==> config.mk <==
export PLATFORM = sky130hd
export DESIGN_NAME = nibble_serial_adder_ctrl_flat
export DESIGN_NICKNAME = d
export VERILOG_FILES = /design/src/rtl/nibble_serial_adder_ctrl_pkg.sv /design/src/rtl/nibble_serial_adder_ctrl_if.sv /design/src/rtl/nibble_serial_adder_ctrl_nibble_adder.sv /design/src/rtl/nibble_serial_adder_ctrl.sv /design/src/flat_wrapper.sv
export SDC_FILE = /design/constraint.sdc
export NUM_CORES = 1
export LEC_CHECK = 0
export ABC_AREA = 1
export CAP_MARGIN = 20
export CORE_MARGIN = 2
export CORE_UTILIZATION = 25
export CTS_CLUSTER_DIAMETER = 150
export DETAILED_ROUTE_END_ITERATION = 10
export DONT_BUFFER_PORTS = 1
export PLACE_DENSITY = 0.43
export SKIP_LAST_GASP = 1
export SLEW_MARGIN = 20
export SYNTH_ARGS = -nofsm -noshare
export SYNTH_HDL_FRONTEND = slang
export SYNTH_HIERARCHICAL = 1
export SYNTH_SLANG_ARGS = --single-unit
==> constraint.sdc <==
create_clock -name i_clk -period 1.8 [get_ports i_clk]
set_input_delay 0.36 -clock i_clk [delete_from_list [all_inputs] [get_ports i_clk]]
set_output_delay 0.36 -clock i_clk [all_outputs]
set_load 0.1 [all_outputs]
==> src/rtl/nibble_serial_adder_ctrl_pkg.sv <==
// Shared definitions for the nibble-serial adder sequencer: slice width,
// FSM state encodings and a counter-width helper.
package nibble_serial_adder_ctrl_pkg;

    localparam int NIB_W = 4;

    typedef enum logic [1:0] {
        ST_IDLE = 2'd0,
        ST_RUN  = 2'd1,
        ST_DONE = 2'd2
    } state_t;

    // Counter width for n passes; a single pass still needs a 1-bit counter.
    function automatic int cnt_width(input int n);
        if (n <= 1) begin
            return 1;
        end else begin
            return $clog2(n);
        end
    endfunction

endpackage

==> src/rtl/nibble_serial_adder_ctrl_if.sv <==
// Operand-request / result bundle between an operand source, the sequencer
// and a result consumer.
interface nibble_serial_adder_ctrl_if #(
    parameter int WIDTH = 16
);
    logic             i_start;
    logic [WIDTH-1:0] i_a;
    logic [WIDTH-1:0] i_b;
    logic             i_cin;
    logic             o_busy;
    logic             o_done;
    logic [WIDTH-1:0] o_sum;
    logic             o_carry_out;

    modport master (
        output i_start, i_a, i_b, i_cin,
        input  o_busy, o_done, o_sum, o_carry_out
    );

    modport slave (
        input  i_start, i_a, i_b, i_cin,
        output o_busy, o_done, o_sum, o_carry_out
    );
endinterface

==> src/rtl/nibble_serial_adder_ctrl_nibble_adder.sv <==
// Combinational 4-bit adder slice; the only arithmetic in the sequencer.
module nibble_adder
    import nibble_serial_adder_ctrl_pkg::*;
(
    input  logic [NIB_W-1:0] i_a,
    input  logic [NIB_W-1:0] i_b,
    input  logic             i_cin,
    output logic [NIB_W-1:0] o_sum,
    output logic             o_cout
);
    // One nibble plus carry, widened by a bit to expose the carry out.
    always_comb begin
        {o_cout, o_sum} = {1'b0, i_a} + {1'b0, i_b} + {{NIB_W{1'b0}}, i_cin};
    end
endmodule

==> src/rtl/nibble_serial_adder_ctrl.sv <==
// WIDTH-bit adder built from one nibble slice reused over WIDTH/4 cycles,
// least-significant nibble first, with a registered inter-nibble carry.
module nibble_serial_adder_ctrl
    import nibble_serial_adder_ctrl_pkg::*;
#(
    parameter int WIDTH = 16
) (
    input  logic                        i_clk,
    input  logic                        i_rst,
    nibble_serial_adder_ctrl_if.slave   bus
);
    localparam int NUM_NIB = WIDTH / NIB_W;
    localparam int CNT_W   = cnt_width(NUM_NIB);
    localparam logic [CNT_W-1:0] LAST_CNT = CNT_W'(NUM_NIB - 1);

    state_t             r_state;
    state_t             w_state_nxt;
    logic [CNT_W-1:0]   r_cnt;
    logic [WIDTH-1:0]   r_a_sh;
    logic [WIDTH-1:0]   r_b_sh;
    logic [WIDTH-1:0]   r_partial;
    logic               r_carry;
    logic [WIDTH-1:0]   r_sum;
    logic               r_carry_out;
    logic               r_busy;
    logic               r_done;

    logic               w_accept;
    logic               w_last;
    logic               w_busy_nxt;
    logic               w_done_nxt;
    logic [NIB_W-1:0]   w_nib_sum;
    logic               w_nib_cout;
    logic [WIDTH-1:0]   w_partial_nxt;

    nibble_adder u_nibble_adder (
        .i_a    (r_a_sh[NIB_W-1:0]),
        .i_b    (r_b_sh[NIB_W-1:0]),
        .i_cin  (r_carry),
        .o_sum  (w_nib_sum),
        .o_cout (w_nib_cout)
    );

    assign w_last = (r_state == ST_RUN) && (r_cnt == LAST_CNT);

    // New nibble enters at the top; after NUM_NIB passes the LS nibble sits at bit 0.
    if (NUM_NIB == 1) begin : g_single
        assign w_partial_nxt = w_nib_sum;
    end else begin : g_multi
        assign w_partial_nxt = {w_nib_sum, r_partial[WIDTH-1:NIB_W]};
    end

    // FSM state register.
    always_ff @(posedge i_clk) begin
        if (i_rst) begin
            r_state <= ST_IDLE;
        end else begin
            r_state <= w_state_nxt;
        end
    end

    // FSM next-state logic; the unused encoding falls back to IDLE.
    always_comb begin
        w_state_nxt = ST_IDLE;
        case (r_state)
            ST_IDLE: w_state_nxt = bus.i_start ? ST_RUN : ST_IDLE;
            ST_RUN:  w_state_nxt = w_last ? ST_DONE : ST_RUN;
            ST_DONE: w_state_nxt = bus.i_start ? ST_RUN : ST_IDLE;
            default: w_state_nxt = ST_IDLE;
        endcase
    end

    // FSM outputs: operand acceptance and next values of the status flags.
    always_comb begin
        w_accept = 1'b0;
        case (r_state)
            ST_IDLE: w_accept = bus.i_start;
            ST_DONE: w_accept = bus.i_start;
            default: w_accept = 1'b0;
        endcase
        w_busy_nxt = (w_state_nxt == ST_RUN);
        w_done_nxt = (w_state_nxt == ST_DONE);
    end

    // Operand shift registers, inter-nibble carry, partial sum and pass counter.
    always_ff @(posedge i_clk) begin
        if (i_rst) begin
            r_a_sh    <= {WIDTH{1'b0}};
            r_b_sh    <= {WIDTH{1'b0}};
            r_partial <= {WIDTH{1'b0}};
            r_carry   <= 1'b0;
            r_cnt     <= {CNT_W{1'b0}};
        end else if (w_accept) begin
            r_a_sh    <= bus.i_a;
            r_b_sh    <= bus.i_b;
            r_partial <= {WIDTH{1'b0}};
            r_carry   <= bus.i_cin;
            r_cnt     <= {CNT_W{1'b0}};
        end else if (r_state == ST_RUN) begin
            r_a_sh    <= r_a_sh >> NIB_W;
            r_b_sh    <= r_b_sh >> NIB_W;
            r_partial <= w_partial_nxt;
            r_carry   <= w_nib_cout;
            r_cnt     <= w_last ? {CNT_W{1'b0}} : r_cnt + CNT_W'(1);
        end else begin
            r_cnt     <= r_cnt;
        end
    end

    // Result and status registers; results only move on the final pass.
    always_ff @(posedge i_clk) begin
        if (i_rst) begin
            r_sum       <= {WIDTH{1'b0}};
            r_carry_out <= 1'b0;
            r_busy      <= 1'b0;
            r_done      <= 1'b0;
        end else begin
            r_busy <= w_busy_nxt;
            r_done <= w_done_nxt;
            if (w_last) begin
                r_sum       <= w_partial_nxt;
                r_carry_out <= w_nib_cout;
            end else begin
                r_sum       <= r_sum;
                r_carry_out <= r_carry_out;
            end
        end
    end

    assign bus.o_busy      = r_busy;
    assign bus.o_done      = r_done;
    assign bus.o_sum       = r_sum;
    assign bus.o_carry_out = r_carry_out;

endmodule

==> src/flat_wrapper.sv <==
// flat-port wrapper written by rule: the top's interface ports become plain ports
module nibble_serial_adder_ctrl_flat import nibble_serial_adder_ctrl_pkg::*;
#(
    parameter int WIDTH = 16
)
  (i_clk, i_rst, bus_i_start, bus_i_a, bus_i_b, bus_i_cin, bus_o_busy, bus_o_done, bus_o_sum, bus_o_carry_out);
  nibble_serial_adder_ctrl_if #(.WIDTH(WIDTH)) bus_i ();
  input  logic i_clk;
  input  logic i_rst;
  input wire logic [$bits(bus_i.i_start)-1:0] bus_i_start;
  input wire logic [$bits(bus_i.i_a)-1:0] bus_i_a;
  input wire logic [$bits(bus_i.i_b)-1:0] bus_i_b;
  input wire logic [$bits(bus_i.i_cin)-1:0] bus_i_cin;
  output wire logic [$bits(bus_i.o_busy)-1:0] bus_o_busy;
  output wire logic [$bits(bus_i.o_done)-1:0] bus_o_done;
  output wire logic [$bits(bus_i.o_sum)-1:0] bus_o_sum;
  output wire logic [$bits(bus_i.o_carry_out)-1:0] bus_o_carry_out;
  assign bus_i.i_start = bus_i_start;
  assign bus_i.i_a = bus_i_a;
  assign bus_i.i_b = bus_i_b;
  assign bus_i.i_cin = bus_i_cin;
  assign bus_o_busy = bus_i.o_busy;
  assign bus_o_done = bus_i.o_done;
  assign bus_o_sum = bus_i.o_sum;
  assign bus_o_carry_out = bus_i.o_carry_out;
  nibble_serial_adder_ctrl #(.WIDTH(WIDTH)) u_core (.i_clk(i_clk), .i_rst(i_rst), .bus(bus_i));
endmodule
; Word level (Yosys, flattened, before mapping)
; Cells that the tools add are included.
[word_totals]
ff_bits = 72
output_inout_bits = 19
[classes]
n_addsub = 3
eq_ne = 5
mux = 11
reduce_logical = 5
[op_table]
columns = op, count
row1 = 2-to-1 mux 16 bit, 4
row2 = "equality test 2 bit, second input constant", 3
row3 = adder 4 x 4 -> 5 bit, 1
row4 = adder 5 x 1 -> 5 bit, 1
row5 = "equality test 2 x 1 -> 1 bit, second input constant", 2
row6 = 2-to-1 mux 1 bit, 4
row7 = 2-to-1 mux 2 bit, 2
row8 = case mux 2 bit (2 select lines), 1
row9 = OR reduction 2 bit, 2
row10 = "adder 2 x 1 -> 2 bit, second input constant", 1
row11 = zero test 2 bit, 1
row12 = nonzero test 2 bit, 1
row13 = logical AND 1 bit, 1

; Longest topological paths before layout
; Gate-level depths: netlist (run 1).
[depth]
ltp_word = 5
depth_mapped = 8
ltp_nobuf = 8

; Modules after synthesis
; The synthesis (run 1) kept the hierarchy.
[by_module_without_submodules]
columns = module, n_inst, cells_per_inst, area_per_inst_um2
row1 = nibble_serial_adder_ctrl, 1, 383, 2757.6
row2 = nibble_adder, 1, 25, 165.2

; Worst setup path after synthesis (run 1)
; OpenSTA, ideal clock, no wires.
[synth_timing]
kind = register to register
start = register u_core.r_a_sh[0]
end = register u_core.r_partial[13]
setup_ns = 0.070
arrival_time_ns = 1.467
required_ns = 1.730
slack_ns = 0.263
stages_incl_launch_ff = 7
cell_sequence = dfxtp_1 fa_1 inv_1 fa_1 inv_1 o21ai_0 a21oi_1
[synth_between]
elab_chain_cells = 2
[synth_rtl]
columns = element, line
row1 = "start, declared", nibble_serial_adder_ctrl.sv:19  ; logic [WIDTH-1:0] r_a_sh;
row2 = "start signal, assigned", nibble_serial_adder_ctrl.sv:88  ; r_a_sh <= {WIDTH{1'b0}};
row3 = "start signal, assigned", nibble_serial_adder_ctrl.sv:94  ; r_a_sh <= bus.i_a;
row4 = "start signal, assigned", nibble_serial_adder_ctrl.sv:100  ; r_a_sh <= r_a_sh >> NIB_W;
row5 = adder 4 x 4 -> 5 bit, nibble_serial_adder_ctrl_nibble_adder.sv:13  ; {o_cout, o_sum} = {1'b0, i_a} + {1'b0, i_b} + {{NIB_W{1'b0}}, i_cin};
row6 = adder 5 x 1 -> 5 bit, nibble_serial_adder_ctrl_nibble_adder.sv:13
row7 = net u_core.w_nib_sum[1], nibble_serial_adder_ctrl.sv:32  ; logic [NIB_W-1:0] w_nib_sum;
row8 = "end signal, assigned", nibble_serial_adder_ctrl.sv:90  ; r_partial <= {WIDTH{1'b0}};
row9 = "end signal, assigned", nibble_serial_adder_ctrl.sv:96  ; r_partial <= {WIDTH{1'b0}};
row10 = "end signal, assigned", nibble_serial_adder_ctrl.sv:102  ; r_partial <= w_partial_nxt;
row11 = "end, declared", nibble_serial_adder_ctrl.sv:21  ; logic [WIDTH-1:0] r_partial;
; The timed path passes the listed nets, and every way through them passes these cells.
; A chain may end at the register's enable or synchronous reset.

; Final worst setup path (run 1)
[layout_timing]
start = register u_core.r_a_sh[0]
end = register u_core.r_carry
[layout_between]
elab_chain_cells = 4
[layout_rtl]
columns = element, line
row1 = adder 4 x 4 -> 5 bit, nibble_serial_adder_ctrl_nibble_adder.sv:13
row2 = adder 5 x 1 -> 5 bit, nibble_serial_adder_ctrl_nibble_adder.sv:13
row3 = net u_core.w_nib_cout, nibble_serial_adder_ctrl.sv:33  ; logic w_nib_cout;
row4 = 2-to-1 mux 1 bit, nibble_serial_adder_ctrl.sv:99  ; end else if (r_state == ST_RUN) begin
row5 = 2-to-1 mux 1 bit, nibble_serial_adder_ctrl.sv:93  ; end else if (w_accept) begin
row6 = "end signal, assigned", nibble_serial_adder_ctrl.sv:97  ; r_carry <= bus.i_cin;
row7 = "end signal, assigned", nibble_serial_adder_ctrl.sv:103  ; r_carry <= w_nib_cout;
row8 = "end, declared", nibble_serial_adder_ctrl.sv:22  ; logic r_carry;
; The timed path passes the listed nets, and every way through them passes these cells. The select of a mux whose other input is x is not followed.

==> run summary, run 1 <==
Peak supply drop = 645.1 µV
TritonCTS clock tree = built
WL final = 7380 µm
Cell Pwr Density = 1133 nW/µm²
Sequential share of the synthesized area = 0.4658
Count of cell types in the netlist = 18
Starting Density = 0.2560
Total number of vias = 2539
Area grow syn2layout = 22.56%
Count of state elements after synthesis = 68
# DRC = 0
Final Instance Count excl. Fillers = 575
DRT antenna net count = 0
Worst-case clock buffer depth = 2
Leak Pwr = 1.675 nW
Initial antenna violation count = 0
Routed len/inst = 12.83 µm
FILL cells = 1261
Clk slew on worst S/H paths = 0.06 ns
Number of H-tree levels = 3
Largest net degree at the start of global routing = 29
Design area = 3582 µm²
CP bufs+invs = 2
Synth Area in Adders = 0.03082
Simple-gate area share of the yosys netlist = 0.2594
Critical Path RT = 2.06 ns
Worst hold margin = 0.09405 ns
Skew final = 0.007475 ns
Delay-heaviest family, CP = adder cells
Tot Pwr = 4.060 mW
Gpl congestion = 0.7618
CP max stage delay = 0.42 ns
Peak Freq = 604.6 MHz
Least-Margin Pin Slew = 0.4682 ns
Main combinational cell family by area after synthesis = simple AND/OR/NAND/NOR gates
Compound-gate portion of the synthesized area = 0.1318
Syn Nets = 450
Mapped Area = 2923 µm²
Avg Inst Size Synth = 7.164 µm²
Die X = 112.1 µm
Cells after DPL = 559
Fraction of layout cells with a size suffix above 1 = 0.1319
Via density = 4.416
Setup Crit Path Kind = flip-flop to flip-flop
Critical path arrival = 1.92 ns
Postcts setup bufs = 0
GRT Util Overall = 0.1215
Vias in the first global route = 2453
Cell Rows = 39
Hpwl dp = 4958 µm
Clock Latency Late Sink = 0.33 ns
Final setup viols = 0
Fin crit share = 0.9189
Post-synthesis mux area share = 0
Core area = 11420 µm²
Dpl ws = 0.1510 ns
Fin. Hold Viols = 0
Rel. slew slack = 0.6867
Tmin final = 1.654 ns
TritonRoute pass-1 iters = 4
Sink Count = 68
Finished Core Util = 0.3137
Gr ovfl total = 0
IO buf count = 0
Root Buffer = clkbuf_16
Final #Nets = 469
Num CTS Buffers = 9
Num ports = 55
Worst-path maximum fanout = 3
Worst path cell trace = fa_2, inv_1, fa_1, o21ai_2, nand3_1, nand2_1, inv_1, a21oi_1
Post-synthesis cell count = 408
Worst hold path class = input pin to flip-flop
Crit path top cell by count = inv_1
CP max-delay cell = fa_1
First-pass GRT wire length = 12060 µm
XOR/XNOR Fraction of Synth Area = 0.002997
Max-Cap Viols = 0
Placed instance area = 3227 µm²
Worst Setup End Kind = flip-flop
Number of max-slew violations in the final report = 0
Outcome = finished, final reports clean
DIE HEIGHT = 112.1 µm
Die area = 12570 µm²
# diodes = 0
Synth warn = 6
Setup TNS = 0 ns
Iteration-0 DRC Markers = 123
Worst setup SP type = flip-flop
PnR worst setup slack = 0.1459 ns
-- worst register-to-register path, delay by kind of cell, from the launching register on --
| family | cells | cell delay [ns] |
|---|---|---|
| adders and majority gates | 2 | 0.67 |
| DFF | 1 | 0.37 |
| and+or+nand+nor | 2 | 0.16 |
| AOI/OAI and AO/OA | 2 | 0.29 |
| buffers and inverters | 2 | 0.09 |
-- kinds of logic after synthesis --
group,Yosys count
buf+inv,78
fa+ha+maj,6
simple gates,182
compound gates,73
xor+xnor,1
flops,68
-- report_power, final --
part / internal (mW) / switching (mW)
Combinational: 0.133 / 0.257
Sequential: 1.58 / 0.0419
Clock: 1.36 / 0.684
-- area by class of cell --
| type | count | area (µm²) | share of cell area |
|---|---|---|---|
| Inverter | 57 | 214.0 | 0.05973 |
| Clock buffer | 9 | 225.2 | 0.06287 |
| Tap cell | 143 | 178.9 | 0.04995 |
| Multi-Input combinational cell | 262 | 1249 | 0.3486 |
| Timing Repair Buffer | 29 | 230.2 | 0.06427 |
| Sequential cell | 68 | 1361 | 0.3800 |
| Clock inverter | 7 | 123.9 | 0.03458 |
-- layer usage --
metal	up-vias	wire [µm]	track usage
met4	0	105	0.04634
met5	-	0	0
met3	8	413	0.04482
met1	1144	3528	0.1489
li1	1335	-	-
met2	52	3333	0.1952
-- final timing paths --
| path | start | end | slack [ns] | cells after the start |
|---|---|---|---|---|
| worst max-delay path | u_core/r_a_sh[0] | u_core/r_carry | 0.15 | 8 |
| worst max register to register | u_core/r_a_sh[0] | u_core/r_carry | 0.15 | 8 |
| worst min register to register | u_core/r_a_sh[13] | u_core/r_a_sh[13] | 0.46 | 2 |
| worst min-delay path | i_rst | u_core/r_b_sh[11] | 0.09 | 1 |
-- synth_stat cells --
cell type  count  area (µm²)
a21oi_1       41       205.2
nor2_2         2       12.51
xnor2_1        1       8.760
ha_1           4       50.05
clkbuf_1       8       30.03
o21ai_1        1       5.000
inv_2          6       22.52
o21ai_0       27       135.1
buf_4          4       30.03
dfxtp_1       68        1361
nand2_1       90       337.8
nand3_1       52       260.3
nor2_1        36       135.1
nand2_2        2       12.51
fa_1           2       40.04
o211a_1        4       40.04
inv_1         51       191.4
buf_2          9       45.04
-- cells in the final DEF (no fill, tap or decap), types with 4 or more instances in the layout --
cell | Yosys | layout
nand2_1 | 90 | 90
dfxtp_1 | 68 | 68
nand3_1 | 52 | 52
inv_1 | 51 | 51
a21oi_1 | 41 | 41
nor2_1 | 36 | 36
buf_4 | 4 | 28
o21ai_0 | 27 | 27
clkbuf_16 | 0 | 9
inv_2 | 6 | 6
o211a_1 | 4 | 4
ha_1 | 4 | 4
-- timing repair --
action,in CTS,in global routing
resized for setup,0,2
setup endpoints to repair,0,1
hold buffers,0,0
-- registers in the layout (all words and copies together) (netlist names) --
register and cells:
u_core/bus.o_sum 16, u_core/r_carry 1, u_core/r_partial 12, u_core/r_b_sh 16, u_core/r_a_sh 16, u_core/r_cnt 2, u_core/bus.o_busy 1, u_core/r_state 2
u_core/bus.o_done 1, u_core/bus.o_carry_out 1
Note: power is estimated with default switching activity, not from simulation.
==> run 2, diff against run 1 <==
--- a/config.mk
+++ b/config.mk
@@ -13,6 +13,7 @@
 export DETAILED_ROUTE_END_ITERATION = 10
 export DONT_BUFFER_PORTS = 1
 export PLACE_DENSITY = 0.43
+export SETUP_SLACK_MARGIN = 0.15
 export SKIP_LAST_GASP = 1
 export SLEW_MARGIN = 20
 export SYNTH_ARGS = -nofsm -noshare
==> run summary, run 2 (synthesis results as in run 1) <==
Number of max-slew violations in the final report = 0 (unchanged)
Outcome = finished, final reports clean
Peak Freq = 635.2 MHz (+5.1%)
Leak Pwr = 1.687 nW (+0.74%)
Setup TNS = 0 ns (unchanged)
Critical Path RT = 2.07 ns (about the same)
Finished Core Util = 0.3156 (+0.001863)
Worst path cell trace = fa_2, inv_1, fa_2, inv_1, o21ai_0, a21oi_1
Gr ovfl total = 0 (unchanged)
Setup Crit Path Kind = flip-flop to flip-flop
Sink Count = 68 (unchanged)
Tot Pwr = 4.066 mW (+0.14%)
Starting Density = 0.2560 (unchanged)
Design area = 3603 µm² (+0.59%)
Clock Latency Late Sink = 0.33 ns (about the same)
Final setup viols = 0 (unchanged)
Number of H-tree levels = 3 (unchanged)
Die X = 112.1 µm (unchanged)
Fraction of layout cells with a size suffix above 1 = 0.1452 (+0.01322)
WL final = 7429 µm (+0.66%)
Num CTS Buffers = 9 (unchanged)
TritonRoute pass-1 iters = 4 (unchanged)
Most frequent cells in the layout = nand2_1, dfxtp_1, nand3_1
Largest net degree at the start of global routing = 29 (unchanged)
Worst-path maximum fanout = 2 (-1)
Sw Ratio = 0.2421 (about the same)
# DRC = 0 (unchanged)
Fin. Hold Viols = 0 (unchanged)
Skew final = 0.006427 ns (-0.001047 ns)
Gpl congestion = 0.7618 (unchanged)
Total internal power = 3.082 mW (+0.13%)
DRT antenna net count = 0 (unchanged)
Least-Margin Pin Slew = 0.4752 ns (+0.007047 ns)
Hold Crit Depth = 1 (unchanged)
Cells after DPL = 559 (unchanged)
Via density = 4.440 (+0.56%)
Root Buffer = clkbuf_16
CP max-delay cell = fa_2
GRT Util Overall = 0.1226 (+0.001121)
Worst-case clock buffer depth = 2 (unchanged)
Clk slew on worst S/H paths = 0.06 ns (about the same)
DIE HEIGHT = 112.1 µm (unchanged)
Total number of vias = 2562 (+0.91%)
Cell Pwr Density = 1128 nW/µm² (-0.45%)
Worst hold path class = input pin to flip-flop
GRT met3 Usage = 0.04374 (-0.001080)
Die area = 12570 µm² (unchanged)
CP max stage delay = 0.42 ns (about the same)
Psw = 0.9842 mW (+0.18%)
Combinational Power Share = 0.097 (about the same)
GRT Max-Usage Layer = met2
Iteration-0 DRC Markers = 131 (+6.5%)
Core area = 11420 µm² (unchanged)
Routed len/inst = 12.88 µm (+0.32%)
Clock power frac = 0.503 (about the same)
Max-Cap Viols = 0 (unchanged)
# diodes = 0 (unchanged)
Worst setup SP type = flip-flop
Initial antenna violation count = 0 (unchanged)
Peak supply drop = 645.4 µV (about the same)
Final #Nets = 471 (+0.43%)
Area grow syn2layout = 23.29%
RSZ-0062 raised after global routing = no
Num ports = 55 (unchanged)
Worst Setup End Kind = flip-flop
Vias in the first global route = 2477 (+0.98%)
IO buf count = 0 (unchanged)
Cell Rows = 39 (unchanged)
Tmin final = 1.574 ns (-0.07986 ns)
Critical path arrival = 1.84 ns (-0.08 ns)
TritonCTS clock tree = built
Met1 Use GR = 0.1506 (+0.001623)
Seq pwr share = 0.400 (about the same)
First-pass GRT wire length = 12160 µm (+0.85%)
Most common cell after layout, fill and taps aside = nand2_1
Final Instance Count excl. Fillers = 577 (+0.35%)
Hold_buf cts = 0 (unchanged)
Hpwl dp = 4958 µm (unchanged)
M2 GR Usage = 0.1980 (+0.002811)
Worst R2R Path Depth = 6 (-2)
Placed instance area = 3227 µm² (unchanged)
Rel. slew slack = 0.6820 (-0.004715)
Fin crit share = 0.8746 (-0.04436)
[run 2: per-layer routing]
metal,share of wire,vias up
met3,0.048,11
li1,-,1339
met4,0.014,0
met5,0,-
met1,0.49,1160
met2,0.45,52
[run 2: area by class of cell]
type                    instances  area (µm²)
repair buffers                 31       245.2
flip-flops and latches         68        1365
clock buffers                   9       225.2
multi-input cells             262        1251
clock inverters                 7       123.9
inverters                      57       214.0
fillers                      1263        7815
well taps                     143       178.9
[run 2: critical path: cells and delay by family, from the launching register on]
kind            cells  cell delay [ns]
flops               1             0.33
compound gates      2             0.21
fa+ha+maj           2             0.82
buf+inv             2             0.15
[run 2: power by group through the flow]
stage / logic (mW) / registers (mW) / clock network, mW
2_1_floorplan: 0.296 / 1.66 / 0
3_5_place_dp: 0.390 / 1.66 / 0
3_3_place_gp: 0.386 / 1.66 / 0
4_1_cts: 0.393 / 1.63 / 2.11
5_1_grt: 0.453 / 1.64 / 2.16
6_report: 0.394 / 1.63 / 2.05
[run 2: path summary, 6_finish.rpt]
kind                      from                   end  slack [ns]
max             u_core/r_carry  u_core/r_partial[13]        0.23
min reg2reg  u_core/r_a_sh[13]     u_core/r_a_sh[13]        0.46
min                      i_rst     u_core/r_a_sh[13]        0.09
max reg2reg     u_core/r_carry  u_core/r_partial[13]        0.23
[run 2: what timing repair did]
action | 4_1_cts | 5_1_grt
setup endpoints to repair | 1 | 3
pin swaps | 0 | 2
gates cloned | 0 | 0
hold endpoints to repair | 0 | 0
buffers inserted | 0 | 2
gates resized for setup | 2 | 4
[run 2: metrics by stage]
step | hold WS, ns | worst slack, ns
global placement | 0.4354 | 0.1914
finish | 0.09439 | 0.2258
global route | 0.07348 | 0.1405
CTS | 0.07731 | 0.1549
detailed placement | 0.4372 | 0.1510
floorplan | 0.4302 | 0.2634
==> run 3, diff against run 2 <==
==> constraint.sdc (replaced) <==
create_clock -name i_clk -period 1.95 [get_ports i_clk]
set_input_delay 0.39 -clock i_clk [delete_from_list [all_inputs] [get_ports i_clk]]
set_output_delay 0.39 -clock i_clk [all_outputs]
set_load 0.1 [all_outputs]
==> run summary, run 3 (synthesis results as in run 1) <==
Critical Path RT = 2.21 ns (+0.14 ns)
Die X = 112.1 µm (unchanged)
Final Instance Count excl. Fillers = 574 (-0.52%)
Gr ovfl total = 0 (unchanged)
Number of H-tree levels = 3 (unchanged)
Skew final = 0.004494 ns (-0.001933 ns)
Fraction of layout cells with a size suffix above 1 = 0.1299 (-0.01523)
Worst Setup End Kind = flip-flop
Final setup viols = 0 (unchanged)
TritonRoute pass-1 iters = 4 (unchanged)
Via density = 4.354 (-1.9%)
Peak Freq = 614.0 MHz (-3.4%)
Reg2Reg Setup Slack = 0.32 ns (+0.10 ns)
Number of max-slew violations in the final report = 0 (unchanged)
Leak Pwr = 1.647 nW (-2.4%)
Gpl congestion = 0.7682 (+0.84%)
TritonCTS clock tree = built
Vias in the first global route = 2479 (+0.081%)
Worst-path maximum fanout = 3 (+1)
Clock Latency Late Sink = 0.33 ns (about the same)
Worst setup SP type = flip-flop
Peak supply drop = 505.0 µV (-22%)
PnR worst setup slack = 0.3212 ns (+0.09541 ns)
Outcome = finished, final reports clean
Tot Pwr = 3.486 mW (-14%)
First-pass GRT wire length = 12300 µm (+1.1%)
Least-Margin Pin Slew = 0.4800 ns (+0.004838 ns)
Fin crit share = 0.8353 (-0.03928)
Most common cell after layout, fill and taps aside = nand2_1
# DRC = 0 (unchanged)
RSZ-0062 raised after global routing = no
Setup Crit Path Kind = flip-flop to flip-flop
Clk slew on worst S/H paths = 0.06 ns (about the same)
Root Buffer = clkbuf_16
Worst hold path class = input pin to flip-flop
Setup TNS = 0 ns (unchanged)
Hpwl dp = 4918 µm (-0.81%)
Max-Cap Viols = 0 (unchanged)
Iteration-0 DRC Markers = 129 (-1.5%)
Die area = 12570 µm² (unchanged)
Starting Density = 0.2560 (unchanged)
DRT antenna net count = 0 (unchanged)
IO buf count = 0 (unchanged)
Num ports = 55 (unchanged)
Rel. slew slack = 0.6788 (-0.003237)
GRT Util Overall = 0.1227 (about the same)
Fin. Hold Viols = 0 (unchanged)
Cell Pwr Density = 988.5 nW/µm² (-12%)
# diodes = 0 (unchanged)
Placed instance area = 3219 µm² (-0.23%)
Area grow syn2layout = 20.68%
Total number of vias = 2499 (-2.5%)
Core area = 11420 µm² (unchanged)
Num CTS Buffers = 9 (unchanged)
Largest net degree at the start of global routing = 44 (+52%)
Worst-case clock buffer depth = 2 (unchanged)
Dpl ws = 0.3114 ns (+0.1604 ns)
Critical path arrival = 1.89 ns (+0.05 ns)
Cells after DPL = 558 (-0.18%)
Most frequent cells in the layout = nand2_1, dfxtp_1, nand3_1
Sink Count = 68 (unchanged)
Initial antenna violation count = 0 (unchanged)
DIE HEIGHT = 112.1 µm (unchanged)
WL final = 7249 µm (-2.4%)
Worst hold margin = 0.1223 ns (+0.02786 ns)
Routed len/inst = 12.63 µm (-1.9%)
Cell Rows = 39 (unchanged)
Tmin final = 1.629 ns (+0.05459 ns)
Final #Nets = 468 (-0.64%)
FILL cells = 1268 (+0.40%)
Design area = 3527 µm² (-2.1%)
Finished Core Util = 0.3089 (-0.006684)
## run 3: cell count changes in the layout (fill, tap and decap cells not counted)
| cell | before | now |
|---|---|---|
| dfxtp_1 | 65 | 68 |
| buf_4 | 30 | 27 |
| fa_1 | 0 | 1 |
| fa_2 | 2 | 1 |
| clkinv_2 | 0 | 1 |
| bufinv_16 | 3 | 1 |
| clkinvlp_4 | 1 | 2 |
| dfxtp_2 | 3 | 0 |
## run 3: final timing paths
path	from	to	cells after the start
max	u_core/r_a_sh[0]	u_core/bus.o_sum[14]	6
min	i_rst	u_core/bus.o_busy	1
max reg2reg	u_core/r_a_sh[0]	u_core/bus.o_sum[14]	6
min reg2reg	u_core/r_a_sh[12]	u_core/r_a_sh[12]	2
## run 3: cell type report
class,instances,area [µm²],area share
flip-flops and latches,68,1361,0.3860
multi-input cells,262,1249,0.3540
clock buffers,9,225.2,0.06385
repair buffers,28,222.7,0.06314
inverters,57,214.0,0.06066
well taps,143,178.9,0.05073
clock inverters,7,76.32,0.02164
## run 3: timing repair
action | 4_1_cts | 5_1_grt
endpoints found under the hold margin | 0 | 0
gates resized for setup | 0 | 2
setup endpoints to repair | 0 | 2
setup buffers | 0 | 0
hold buffers | 0 | 0
## run 3: worst max-delay path, stage by stage, from the launching register on
cell	delay [ns]
dfxtp_1	0.37
fa_2	0.24
inv_1	0.06
fa_1	0.41
xnor2_1	0.27
nor2_1	0.09
nor2_1	0.13
## run 3: layer usage
layer | global-route usage | share of wire
met3 | 0.04320 | 0.053
met2 | 0.1964 | 0.45
met4 | 0.04228 | 0.014
met5 | 0 | 0
met1 | 0.1541 | 0.48
## run 3: report_power, final
part | internal, mW | leakage, nW | switching (mW)
registers | 1.46 | 0.555 | 0.0383
logic | 0.123 | 0.950 | 0.233
clock network | 0.995 | 0.142 | 0.635
